### src/rtl/core_sequencer_pkg.sv
// Shared definitions for the instruction sequencer: phase encodings that the
// execute and other stages compare against, plus small address helpers.
package core_sequencer_pkg;

    localparam int unsigned STATE_W = 3;
    localparam logic [31:0] PC_STEP = 32'd4;

    typedef enum logic [STATE_W-1:0] {
        FETCH  = 3'd0,
        DECODE = 3'd1,
        EXEC   = 3'd2,
        MEM    = 3'd3,
        WRITE  = 3'd4,
        HALT   = 3'd5
    } seq_state_e;

    function automatic logic is_misaligned(input logic [31:0] target);
        return target[1:0] != 2'b00;
    endfunction

endpackage

### src/rtl/core_sequencer.sv
// Multi-cycle instruction sequencer: walks FETCH/DECODE/EXEC/MEM/WRITE, owns
// the pc and retired-instruction counter, and parks in HALT on request or fault.
module core_sequencer
    import core_sequencer_pkg::*;
#(
    parameter logic [31:0] RESET_PC = 32'h0000_0000
) (
    input  logic                 clk,
    input  logic                 rst,
    output logic [STATE_W-1:0]   state,
    output logic [31:0]          pc,
    output logic                 fetch_req,
    input  logic                 fetch_done,
    input  logic                 mem_read_enabled,
    input  logic                 mem_write_enabled,
    output logic                 mem_req,
    input  logic                 mem_done,
    input  logic                 reg_write_enabled,
    input  logic [4:0]           reg_write_dest,
    output logic                 rf_we,
    input  logic                 is_jump_enabled,
    input  logic [31:0]          jump_dest,
    input  logic                 halt_req,
    output logic                 halted,
    output logic                 misaligned,
    output logic [31:0]          instret
);

    seq_state_e  state_q, state_d;
    logic [31:0] pc_q, pc_d;
    logic [31:0] instret_q, instret_d;
    logic        misaligned_q, misaligned_d;
    logic        mem_req_q, mem_req_d;
    logic        rf_we_q, rf_we_d;

    logic        mem_access;
    logic        rf_write;
    logic        bad_target;

    always_ff @(posedge clk or posedge rst) begin
        if (rst) begin
            state_q      <= FETCH;
            pc_q         <= RESET_PC;
            instret_q    <= 32'd0;
            misaligned_q <= 1'b0;
            mem_req_q    <= 1'b0;
            rf_we_q      <= 1'b0;
        end else begin
            state_q      <= state_d;
            pc_q         <= pc_d;
            instret_q    <= instret_d;
            misaligned_q <= misaligned_d;
            mem_req_q    <= mem_req_d;
            rf_we_q      <= rf_we_d;
        end
    end

    // mem_req and rf_we are registered sub-state bits so every strobe is a
    // pure function of flops; the first MEM cycle only samples the flags.
    always_comb begin
        state_d      = state_q;
        pc_d         = pc_q;
        instret_d    = instret_q;
        misaligned_d = misaligned_q;
        mem_req_d    = 1'b0;
        rf_we_d      = 1'b0;

        mem_access = mem_read_enabled | mem_write_enabled;
        rf_write   = reg_write_enabled && (reg_write_dest != 5'd0);
        bad_target = is_jump_enabled && is_misaligned(jump_dest);

        unique case (state_q)
            FETCH: begin
                if (fetch_done) state_d = DECODE;
            end
            DECODE: state_d = EXEC;
            EXEC:   state_d = MEM;
            MEM: begin
                if (!mem_req_q) begin
                    if (mem_access) begin
                        mem_req_d = 1'b1;
                    end else begin
                        state_d = WRITE;
                        rf_we_d = rf_write;
                    end
                end else if (mem_done) begin
                    state_d = WRITE;
                    rf_we_d = rf_write;
                end else begin
                    mem_req_d = 1'b1;
                end
            end
            WRITE: begin
                if (bad_target) begin
                    state_d      = HALT;
                    misaligned_d = 1'b1;
                end else begin
                    pc_d      = is_jump_enabled ? jump_dest : pc_q + PC_STEP;
                    instret_d = instret_q + 32'd1;
                    state_d   = halt_req ? HALT : FETCH;
                end
            end
            HALT:    state_d = HALT;
            default: state_d = FETCH;
        endcase
    end

    // Gating with rst keeps the request low while reset is held even though
    // the state register already reads FETCH.
    assign fetch_req  = (state_q == FETCH) && !rst;
    assign state      = state_q;
    assign pc         = pc_q;
    assign mem_req    = mem_req_q;
    assign rf_we      = rf_we_q;
    assign halted     = (state_q == HALT);
    assign misaligned = misaligned_q;
    assign instret    = instret_q;

endmodule

### config.mk
export PLATFORM = sky130hd
export DESIGN_NAME = core_sequencer
export DESIGN_NICKNAME = d
export VERILOG_FILES = /design/src/rtl/core_sequencer_pkg.sv /design/src/rtl/core_sequencer.sv
export SDC_FILE = /design/constraint.sdc
export NUM_CORES = 1
export LEC_CHECK = 0
export BUFFER_PORTS_ARGS = -buffer_cell sky130_fd_sc_hd__buf_2
export CAP_MARGIN = 25
export CORE_MARGIN = 2
export CORE_UTILIZATION = 53
export CTS_BUF_LIST = sky130_fd_sc_hd__clkbuf_8
export CTS_CLUSTER_DIAMETER = 50
export DETAILED_ROUTE_END_ITERATION = 8
export PLACE_DENSITY = 0.89
export SKIP_CTS_REPAIR_TIMING = 1
export SYNTH_ARGS = -nofsm -noshare
export SYNTH_HDL_FRONTEND = slang
export SYNTH_SLANG_ARGS = --single-unit
### constraint.sdc
create_clock -name clk -period 2.88 [get_ports clk]
set_input_delay 0.432 -clock clk [delete_from_list [all_inputs] [get_ports clk]]
set_output_delay 0.432 -clock clk [all_outputs]
set_load 0.1 [all_outputs]
# Word-level counts from Yosys, hierarchy flattened
# Cells that the tools add are included.
[totals] rom_bits=0 mem_bits_rw=0 memories=0 out_inout_bits=72 latch_bits=0 reg_bits=70 word_cells=44 in_bits=46
[op_classes] reduce_logical=10 n_mux=16 n_eq_ne=8 bitwise=2 div=0 addsub=2 n_shift=0 n_lt_le_gt_ge=0 mul=0
[op_table] cell="adder 32 x 1 -> 32 bit, second input constant" n=1
[op_table] cell="adder 32 x 3 -> 32 bit, second input constant" n=1
[op_table] cell="two-way mux 32 bit" n=1
[op_table] cell="two-way mux 3 bit" n=6
[op_table] cell="one-hot mux 3 bit (6 select lines)" n=1
[op_table] cell="two-way mux 1 bit" n=8
[op_table] cell="equality test 3 x 2 -> 1 bit, second input constant" n=2
[op_table] cell="equality test 3 bit, second input constant" n=2
[op_table] cell="!= test 3 bit, second input constant" n=2
[op_table] cell="nonzero test 5 bit" n=1
[op_table] cell="AND reduction 2 bit" n=2
[op_table] cell="equality test 3 x 1 -> 1 bit, second input constant" n=1
[op_table] cell="logical AND 1 bit" n=3
[op_table] cell="logical NOT 3 bit" n=1
[op_table] cell="AND reduction 3 bit" n=1
[op_table] cell="!= test 2 bit, second input constant" n=1
[op_table] cell="nonzero test 2 bit" n=1
[op_table] cell="logical NOT 1 bit" n=1
[op_table] cell="NOT 1 bit" n=1
[op_table] cell="bitwise OR 1 bit" n=1

# Depth between registers and ports, before layout
[logic_depth] word_depth=5 depth_mapped=7 ltp_nobuf=5

# Worst setup path before layout
# OpenSTA, ideal clock, no wires.
[synth_path] path_kind="flip-flop to output port" start="register state_q[1] (netlist: state[1])" end="output fetch_req" path_slack_ps=-1502 path_stages_with_launch=3 path_buffers=1 arrival_ps=3950 path_cell_list="dfrtp_1 > buf_2 > nor4_1"
[synth_via] elab_chain_len=2
[synth_lines] item="from (decl)" line_no="core_sequencer.sv:29" text="seq_state_e state_q, state_d;"
[synth_lines] item="from (signal assigned)" line_no="core_sequencer.sv:49" text="state_q <= state_d;"
[synth_lines] item="logical NOT 3 bit" line_no="core_sequencer.sv:110" text="assign fetch_req = (state_q == FETCH) && !rst;"
[synth_lines] item="logical AND 1 bit" line_no="core_sequencer.sv:110"
[synth_lines] item="to (decl)" line_no="core_sequencer.sv:12" text="output logic fetch_req,"
# No other way between the ends.

# Worst setup path after layout
[layout_path] start="register state_q[0] (netlist: state[0])" end="register instret_q[28] (netlist: instret[28])"
[layout_via] elab_chain_len=2
[layout_lines] item="equality test 3 bit" line_no="core_sequencer.sv:72" text="unique case (state_q)"
[layout_lines] item="AND reduction 2 bit (no source line)"
[layout_lines] item="to (signal assigned)" line_no="core_sequencer.sv:51" text="instret_q <= instret_d;"
[layout_lines] item="to (decl)" line_no="core_sequencer.sv:31" text="logic [31:0] instret_q, instret_d;"
# No other way between the ends.
# A chain may end at the register's enable or synchronous reset.

==> flow_summary_export.csv <==
group,metric,value,unit
run_status,outcome,"completed",
drt,finalWirelength,10400,microns
worst_setup_path,slowest_stage,"or3b_1",
synthesis,ys_top_cells_by_area,"dfrtp_1, xnor2_1, nand4_1, nand3_1, o21ai_0",
global_route,antenna_found_initial,0,
drt,wire_per_inst,16.7,microns
final_layout,multiInputGateArea,1980,sq um
drt,dr_total_vias,3829,
worst_setup_path,crit_chain,"or3b_1, nor3_2, buf_4, nand4_1, xnor2_1",
sta,hold_slack,208,ps
drt,ant_nets,0,
drt,routed.top_layer,"met4",
final_layout,antenna_cells,0,
sta,fin_tns_setup,0,ps
final_layout,nets,568,
sta,worstMarginPinSlew,848,ps
clocking,cts_tree,"done",
floorplan,coreArea,7140,sq um
drt,drtPass1Iterations,5,
place,place_hpwl,7150,microns
floorplan,pin_count,118,
global_route,grt_pass1_vias,3372,
sta,rsz0062_at_grt,"false",
sta,clock.fmax,0.469,GHz
worst_setup_path,path_max_fanout,18,
floorplan,die_h,89.4,microns
clocking,numCtsBuffers,9,
worst_setup_path,critPathArrivalTime,2370,ps
synthesis,yosysSeqAreaShare,45.3,%
synthesis,synth_fp_nets,458,
sta,skew,9.30,ps
global_route,overflow,0,
floorplan,initial_utilization,54.2,%
place,io_buffers,117,
synthesis,synth_warnings,0,
synthesis,yosysTopAreaCell,"dfrtp_1",
power_and_ir_drop,p_total,4.13,mW
sta,hold_violations,0,
synthesis,postSynth.asyncResetShare,100,%
clocking,clockRootBuffer,"clkbuf_8",
place,gp_congestion,0.891,
power_and_ir_drop,leakage,2.20,nW
floorplan,fp.dieW,89.4,microns
place,dp_cells,608,
final_layout,syn_to_final_growth,24.2,%
final_layout,final_core_utilization,67.2,%
synthesis,synth_flop_cell,"dfrtp_1",
sta,slew_headroom,43.4,%
worst_hold_path,hold_class,"input pin to asynchronous set/reset pin",
synthesis,synth_seq_cells,70,
drt,vias_per_cell,6.14,
job,cap_violations,0,
clocking,path_clk_slew,90,ps
worst_setup_path,path_class,"flip-flop to flip-flop",
clocking,clk_latency,350,ps
synthesis,ys_types,55,
drt,drc,0,
worst_setup_path,worst-endpoint-required,3120,ps
worst_setup_path,setup.worst_path.start_class,"flip-flop",
clocking,htree_num_levels,3,
final_layout,regArea,1750,sq um
power_and_ir_drop,ir_worst_vdd,0.811,mV
sta,setup_viol_count_final,0,
drt,drt-met1-wl,4390,microns
floorplan,floorplan.rows,31,
global_route,grt_first_pass_wirelength,16500,microns
global_route,grt_usage,26.4,%
synthesis,synthesis.area,3860,sq um
final_layout,nFillCells,594,
final_layout,final_cell_mix,"buf_2, dfrtp_1, nand3_1, nand4_1, xnor2_1",
synthesis,avgSynthCellArea,9.43,sq um
worst_setup_path,slowest_delay,690,ps
power_and_ir_drop,powerDensity,860,nW/um^2
worst_setup_path,crit_path_end_kind,"flip-flop",
clocking,cts_max_path_buffers,2,
final_layout,final_cell_count_no_fill,624,
synthesis,synth-edff-count,0,
global_route,grt_start_max_net_pins,57,
sta,period_share,74.1,%
drt,drt_iter0_markers,334,
sta,fin_crit,2130,ps
drt,wl_met2,5000,microns
clocking,cts_sinks,70,
synthesis,synth_top_area_share,45.3,%
synthesis,syn_inst,410,
sta,slew_violations,0,
drt,met3_length,785,microns
floorplan,die_area,7990,sq um
final_layout,layout_commonest_cell,"buf_2",
final_layout,drive_gt1_share,29.3,%
[where the power goes]
part	leakage (nW)	internal (mW)	switching, mW
Combinational	1.17	0.308	1.48
Clock	0.112	0.501	0.431
Sequential	0.923	1.14	0.267
[layout make-up]
cell class	count	share of cell area (%)
multi-input cells	302	41.3
flip-flops and latches	70	36.5
repair buffers	128	14.2
clock buffers	9	2.58
well taps	99	2.58
clock inverters	7	2.19
inverters	9	0.704
[worst max-delay path, delay by kind of cell, from the launching register on]
kind	cells	cell delay [ps]
flip-flops	1	520
XOR/XNOR	1	180
AND/OR/NAND/NOR	3	1080
buffers and inverters	1	230
[synthesized netlist by cell type, types with 3 or more instances]
cell type,count
dfrtp_1,70
a311o_1,3
a31oi_1,9
or4_1,10
o31ai_1,4
nand4_1,30
o21ai_0,25
a311oi_1,5
o2bb2ai_1,3
nor2_1,16
and4_1,10
xnor2_1,29
nor4_1,7
buf_2,6
nand3_1,31
mux2i_1,3
a21oi_1,16
nor3_1,15
a211oi_1,3
and2_1,7
inv_1,9
clkbuf_1,19
and3_1,10
buf_1,3
nand2_1,23
a2bb2oi_1,4
[metrics by stage]
step                setup slack [ps]  cell area [sq um]
floorplan                        215               3880
global placement                 796               4570
detailed placement               765               4570
CTS                              719               4800
global route                     587               4800
finish                           747               4800
[layer usage]
metal | track usage, % | vias to the layer above
met5 | 0 | -
met4 | 11.3 | 0
met3 | 4.43 | 26
met2 | 41.5 | 214
met1 | 36.2 | 1807
li1 | - | 1782
[registers in the layout (all words and copies together), names as in the netlist]
register    count
instret        32
mem_req         1
misaligned      1
pc             32
rf_we           1
state           3
[path summary, 6_finish.rpt]
check	depth (start not counted)	endpoint	from	slack (ps)
hold / removal	2	state[1]$_DFFE_PP0P_	rst	210
hold reg to reg	1	misaligned$_DFFE_PP0P_	misaligned$_DFFE_PP0P_	460
setup / recovery	5	instret[28]$_DFFE_PP0P_	state[0]$_DFFE_PP0P_	750
min in group clk	3	rf_we$_DFF_PP0_	reg_write_enabled	310
max in group asynchronous	3	pc[9]$_DFFE_PP0P_	rst	2020
setup reg to reg	5	instret[28]$_DFFE_PP0P_	state[0]$_DFFE_PP0P_	750
[cell families after synthesis]
logic type | after synthesis | synth area share, %
AND/OR/NAND/NOR | 172 | 25.9
multiplexers | 3 | 0.777
AO/OA/AOI/OAI | 94 | 16.4
adder cells (fa/ha/maj) | 2 | 0.647
XOR/XNOR | 31 | 7.02
buffers and inverters | 38 | 3.92
flip-flops | 70 | 45.3
Power figures use the tool's default switching activity.
